### src/rtl/irq_pkg.sv
// Shared types for the interrupt responder: source count, FSM states and vector index.
package irq_pkg;
    localparam int NUM_IRQ = 4;
    localparam int VEC_W   = $clog2(NUM_IRQ);

    typedef enum logic [1:0] {
        IDLE,
        WAIT_ACK,
        ACK
    } state_t;

    typedef logic [VEC_W-1:0] vec_t;

    function automatic logic [NUM_IRQ-1:0] onehot(input vec_t v);
        logic [NUM_IRQ-1:0] r;
        r    = '0;
        r[v] = 1'b1;
        return r;
    endfunction
endpackage

### src/rtl/irq_prio_enc.sv
// Fixed-priority encoder: lowest set bit wins, valid when any bit is set.
module irq_prio_enc
    import irq_pkg::*;
(
    input  logic [NUM_IRQ-1:0] req,
    output vec_t               idx,
    output logic               valid
);
    always_comb begin
        idx   = '0;
        valid = |req;
        for (int i = NUM_IRQ - 1; i >= 0; i--) begin
            if (req[i]) idx = vec_t'(i);
        end
    end
endmodule

### src/rtl/irq_responder.sv
// Interrupt responder: edge-captured pending bits, priority dispatch to the CPU,
// ack handshake with timeout and spurious-ack detection.
module irq_responder
    import irq_pkg::*;
#(
    parameter int TIMEOUT = 15
) (
    input  logic               clock,
    input  logic               reset,
    input  logic [NUM_IRQ-1:0] irq_req,
    input  logic [NUM_IRQ-1:0] irq_mask,
    input  logic               cpu_ack,
    output logic               cpu_int,
    output vec_t               cpu_vector,
    output logic [NUM_IRQ-1:0] irq_ack,
    output logic [NUM_IRQ-1:0] pending,
    output logic               timeout,
    output logic               spurious
);
    state_t             state;
    logic [7:0]         cnt;
    logic [NUM_IRQ-1:0] irq_q;
    logic [NUM_IRQ-1:0] rise;
    logic [NUM_IRQ-1:0] elig;
    logic               armed;
    vec_t               elig_idx;
    logic               elig_vld;

    // armed blocks capture on the first edge after reset so held-high requests
    // are not mistaken for fresh rising edges.
    assign rise = irq_req & ~irq_q & {NUM_IRQ{armed}};
    // The bit being acked is excluded so ACK can chain straight into the next dispatch.
    assign elig = pending & irq_mask & ~irq_ack;

    irq_prio_enc u_enc (
        .req   (elig),
        .idx   (elig_idx),
        .valid (elig_vld)
    );

    always_ff @(posedge clock or posedge reset) begin
        if (reset) begin
            irq_q   <= '0;
            armed   <= 1'b0;
            pending <= '0;
        end else begin
            irq_q   <= irq_req;
            armed   <= 1'b1;
            pending <= (pending & ~irq_ack) | rise;
        end
    end

    always_ff @(posedge clock or posedge reset) begin
        if (reset) begin
            state      <= IDLE;
            cnt        <= '0;
            cpu_int    <= 1'b0;
            cpu_vector <= '0;
            irq_ack    <= '0;
            timeout    <= 1'b0;
            spurious   <= 1'b0;
        end else begin
            irq_ack  <= '0;
            timeout  <= 1'b0;
            spurious <= cpu_ack && (state != WAIT_ACK);
            case (state)
                IDLE, ACK: begin
                    cnt <= '0;
                    if (elig_vld) begin
                        state      <= WAIT_ACK;
                        cpu_vector <= elig_idx;
                        cpu_int    <= 1'b1;
                    end else begin
                        state <= IDLE;
                    end
                end
                WAIT_ACK: begin
                    if (cpu_ack) begin
                        state   <= ACK;
                        cpu_int <= 1'b0;
                        irq_ack <= onehot(cpu_vector);
                        cnt     <= '0;
                    end else if (cnt == 8'(TIMEOUT - 1)) begin
                        timeout <= 1'b1;
                        cnt     <= '0;
                    end else begin
                        cnt <= cnt + 8'd1;
                    end
                end
                default: begin
                    state   <= IDLE;
                    cpu_int <= 1'b0;
                    cnt     <= '0;
                end
            endcase
        end
    end
endmodule

### config.mk
export PLATFORM = sky130hd
export DESIGN_NAME = irq_responder
export DESIGN_NICKNAME = d
export VERILOG_FILES = /design/src/rtl/irq_pkg.sv /design/src/rtl/irq_prio_enc.sv /design/src/rtl/irq_responder.sv
export SDC_FILE = /design/constraint.sdc
export NUM_CORES = 1
export LEC_CHECK = 0
export ABC_AREA = 1
export CORE_MARGIN = 2
export CORE_UTILIZATION = 45
export CTS_CLUSTER_DIAMETER = 100
export DETAILED_ROUTE_END_ITERATION = 12
export HOLD_SLACK_MARGIN = 0.15
export PLACE_DENSITY = 0.82
export RECOVER_POWER = 100
export SLEW_MARGIN = 15
export SYNTH_ARGS = -nofsm -noshare
export SYNTH_HDL_FRONTEND = slang
export SYNTH_SLANG_ARGS = --single-unit
### constraint.sdc
create_clock -name clock -period 1.7 [get_ports clock]
set_clock_uncertainty 0.15 [all_clocks]
set_input_delay 0.17 -clock clock [delete_from_list [all_inputs] [get_ports clock]]
set_output_delay 0.17 -clock clock [all_outputs]
set_load 0.1 [all_outputs]
* Word-level counts from Yosys, hierarchy flattened *
Cells that the tools add are included.

cells by class
  reductions and logical operators = 7
  equality and inequality tests = 6
  muxes and demuxes = 20
  bitwise gates (word level) = 8
  magnitude comparators = 2
  $add $sub $neg = 1

operators with widths
  kind                   count
  $mux W8                3
  $and A4 B4 Y4          5
  $mux W2                5
  $add A8 B1 Y8 const B  1
  $eq A8 B4 Y1 const B   1
  $mux W4                2
  $not A4 Y4             2
  $mux W1                7
  $ne A2 B2 Y1 const B   2
  $or A4 B4 Y4           1
  $pmux W2 S2            1
  $reduce_and A2 Y1      2
  $reduce_or A4 Y1       1
  $lt A2 B3 Y1 const B   1
  $demux W1 S2           1
  $eq A2 B1 Y1 const B   1
  $eq A2 B2 Y1 const B   1
  $ge A2 B1 Y1 const B   1
  $logic_and A1 B1 Y1    2
  $logic_not A2 Y1       1
  $ne A2 B1 Y1 const B   1
  $pmux W1 S2            1
  $reduce_or A2 Y1       1

storage, ports and cells
  flip-flop bits (word level) = 28
  input port bits = 11
  word-level logic and storage cells = 54

* Logic depth before layout (Yosys ltp) *
  depth after elaboration = 6
  depth in mapped cells = 8
  depth with buffers taken out = 8

* Cells and area by module *
From an unflattened synthesis, not the netlist that was laid out.

second synthesis, totals
  cells, all modules = 133
  area total of the unflattened synthesis = 1193.6 µm²

by module, submodules not included
  module         instances  cells each  area an instance (µm²)
  irq_responder  1          124         1147.4
  irq_prio_enc   1          9           46.3

* Least setup slack after synthesis *
No wires, ideal clock.

  path type = register to register
  start point = register irq_ack[2]
  end point = register cpu_int
  setup slack = -0.045 ns
  clock period less this slack = 1.745 ns
  arrival = 1.482 ns
  required time = 1.437 ns
  setup time = 0.113 ns
  stages on the path, launching flop included = 8
  cell sequence = dfrtp_1 -> inv_1 -> nand3_1 -> nand2_1 -> nand2_1 -> nand3_1 -> nand2_1 -> inv_1

on the way
  longest elaborated chain between the ends = 5

RTL lines
  element                             RTL line             RTL
  start, declared                     irq_responder.sv:15  output logic [NUM_IRQ-1:0] irq_ack,
  start signal, assigned              irq_responder.sv:81  irq_ack <= onehot(cpu_vector);
  $not A4 Y4                          irq_responder.sv:33  assign elig = pending & irq_mask & ~irq_ack;
  $and A4 B4 Y4                       irq_responder.sv:33
  $reduce_or A4 Y1                    irq_prio_enc.sv:11   valid = |req;
  $ne A2 B2 Y1 (no source line)       -
  $reduce_and A2 Y1 (no source line)  -
  end signal, assigned                irq_responder.sv:57  cpu_int <= 1'b0;
  end signal, assigned                irq_responder.sv:72  cpu_int <= 1'b1;
  end signal, assigned                irq_responder.sv:80  cpu_int <= 1'b0;
  end, declared                       irq_responder.sv:13  output logic cpu_int,

No other way between the ends.
A chain may end at the register's enable or synchronous reset.

* Worst setup path in the final report *
  start point = register pending[0]
  end point = output port pending[0]

RTL lines
  element                 RTL line             RTL
  start, declared         irq_responder.sv:16  output logic [NUM_IRQ-1:0] pending,
  start signal, assigned  irq_responder.sv:49  pending <= (pending & ~irq_ack) | rise;

No word-level cell between the ends.

==> impl_metrics.csv <==
group,metric,value,unit
timing,hold_slack,0.280,ns
setup_path,crit_path_max_incr_delay,0.47,ns
synthesis,ys_ff_latch,28,
drt,drtIter0Drc,14,
setup_path,path_cells,"clkbuf_2",
synthesis,synth_top_area_share,59.2,%
global_routing,overflow,0,
power,p_per_area,1770,mW/mm2
setup_path,timing.rr.end,"cnt[6]",
clock_network,cts_max_level,1,
final_layout,syn2layout_area_growth,22.1,%
placement,hpwl,1820,um
synthesis,synth-compound-area-share,5.07,%
synthesis,synth_area_leaders,"dfrtp_1 (59%), nor2_1 (6.7%), nand2_1 (5.7%)",
drt,drc_errors,0,
final_layout,utilization,58.3,%
global_routing,grt_usage,16.9,%
clock_network,cts_root_buffer,"clkbuf_4",
placement,place_congestion,0.822,
timing,finalHoldViolCount,0,
global_routing,grt_pass1_wl,4060,um
clock_network,cts_buffer_depth,2,
synthesis,ys.warnings.count,0,
clock_network,clk_pin_slew_worst_paths,0.14,ns
power,power_leakage,0.723,nW
floorplan,die_area,0.00306,mm2
synthesis,netlist_area,0.00118,mm2
timing,fin_ws,0.185,ns
drt,via_per_inst,4.82,
synthesis,synth_top_family_by_area,"simple AND/OR/NAND/NOR gates",
synthesis,ys_seq_area_share,59.2,%
floorplan,chipHeight,55.3,um
power,finalPower,2.55,mW
timing,fin_crit,1.51,ns
synthesis,yosys.area_share.adder,2.11,%
clock_network,cts_tree,"yes",
timing,timing.final.crit_share,89.1,%
power,ir_drop,1.31,mV
clock_network,clk_latency,0.32,ns
clock_network,cts_setup_buffers,0,
clock_network,cts_buffers,3,
timing,fmax,0.660,GHz
timing,setup-tns-final,0,ns
setup_path,reg2reg_depth,7,
synthesis,yosys.area_share.simple,25.6,%
outcome,status,"finished, final reports clean",
synthesis,yosysTopAreaCell,"dfrtp_1",
clock_network,ctsHoldBuffers,2,
setup_path,reg2reg_from,"cnt[0]",
synthesis,synthDistinctLibCells,23,
floorplan,start_util,47.8,%
hold_path,min_to,"irq_q[3]",
setup_path,cp_data_arrival_time,1.19,ns
hold_path,hold_depth,1,
global_routing,grt_max_degree,29,
floorplan,die_w,55.3,um
hold_path,hold_path_class,"in -> reg",
placement,dpl-instance-area,0.00160,mm2
floorplan,fp.coreArea,0.00248,mm2
final_layout,nFillCells,222,
setup_path,end_kind,"output pin",
setup_path,cp_top_family,"buffers and inverters",
synthesis,synth.avg_cell_area,9.78,um2
setup_path,cp_max_fo,3,
timing,max-slew-margin-rel,63.6,%
hold_path,hp-start,"irq_req[3]",
drt,dr_total_vias,873,
clock_network,cts_sinks,28,
placement,portBuffers,23,
final_layout,fin_area,0.00145,mm2
setup_path,cp-start-kind,"flip-flop",
drt,wl_per_cell,12.9,um
final_layout,drive_above_1_share,19.9,%
timing,tightest_slew,0.548,ns
drt,finalWirelength,2340,um
global_routing,grt_antenna_before_repair,0,
clock_network,ctsResizeCount,0,
final_layout,instances_no_fill,181,
setup_path,path_class,"reg -> out",
timing,rsz0062_at_grt,"false",
floorplan,num_rows,18,
final_layout,nNetsFinal,165,
global_routing,grt_pass1_vias,921,
setup_path,cp.required,1.38,ns
drt,postRouteAntennaNets,0,
run,cap_viol_max_count,0,
floorplan,ios,24,
final_layout,antenna_cells,0,
synthesis,synth_xor_area_share,1.48,%
setup_path,crit_buf_inv,1,
setup_path,rrSetupSlack,0.30,ns
synthesis,synthCells,121,
drt,drtPass1Iterations,4,
setup_path,slowest_stage,"clkbuf_2",
placement,place_inst,175,
placement,pre_cts_slack,0.246,ns
synthesis,postSynthNetCount,134,
timing,slew_viol_final,0,
timing,setup_viol,0,
synthesis,synth.mux.area_fraction,0,%
-- power breakdown --
group	leakage [nW]	total [mW]	switching, mW	internal [mW]
logic	0.355	1.32	1.08	0.248
clock network	0.0210	0.314	0.183	0.131
registers	0.347	0.913	0.104	0.809
-- cell families after synthesis --
logic type	after synthesis
other	1
xor gates and xnor gates	2
buffers and inverters	19
and+or+nand+nor	61
DFF	28
AOI/OAI and AO/OA	8
adders and majority gates	2
-- cells in the mapped netlist (all sizes together) --
cell    instances
conb            1
inv            19
nand2          20
a21boi          1
ha              2
nand3          12
a21oi           1
dfrtp          28
nor3            1
nor2           24
a22o            4
nor4            4
o21ai           1
o21bai          1
xor2            2
-- flip-flops by register name (all words and copies together), names as in the netlist --
name and flops:
pending 4, cnt 8, irq_ack 4, irq_q 4
state 2, cpu_int 1, spurious 1, armed 1
timeout 1, cpu_vector 2
-- worst max-delay path by stage --
stage          startpoint             to  slack [ns]  depth (start not counted)
3_5_place_dp      cpu_ack     irq_ack[1]        0.25                          3
4_1_cts            cnt[0]         cnt[6]        0.28                          7
2_1_floorplan  pending[0]  cpu_vector[0]        0.01                          5
5_1_grt        pending[0]     pending[0]        0.13                          1
3_3_place_gp      cpu_ack     irq_ack[3]        0.33                          3
6_report       pending[0]     pending[0]        0.19                          1
-- per-layer routing --
layer,GRT usage [%],vias to the layer above,wire (um),part of all wire [%]
li1,-,441,-,-
met4,6.97,0,63,2.7
met2,28.4,21,1160,50
met3,4.68,6,67,2.9
met5,0,-,0,0
met1,20.3,405,1050,45
-- layout by cell type, fill, tap and decap left out, types with 2 or more instances in the layout --
cell,instances
dfrtp_1,23
nor2_1,22
nand2_1,18
inv_1,17
nand3_1,12
dlygate4sd3_1,7
clkbuf_2,7
clkdlybuf4s50_1,5
dfrtp_2,5
buf_2,5
a22o_1,4
nor4_1,4
clkbuf_4,4
xor2_1,2
ha_1,2
-- area by class of cell --
class / count / area (um2) / area share, %
Timing Repair Buffer: 26 / 195 / 13.5
Multi-Input combinational cell: 74 / 395 / 27.4
Inverter: 19 / 73.8 / 5.11
Sequential cell: 28 / 707 / 48.9
Clock buffer: 4 / 36.3 / 2.51
Tap cell: 30 / 37.5 / 2.60
Power figures use the tool's default switching activity.
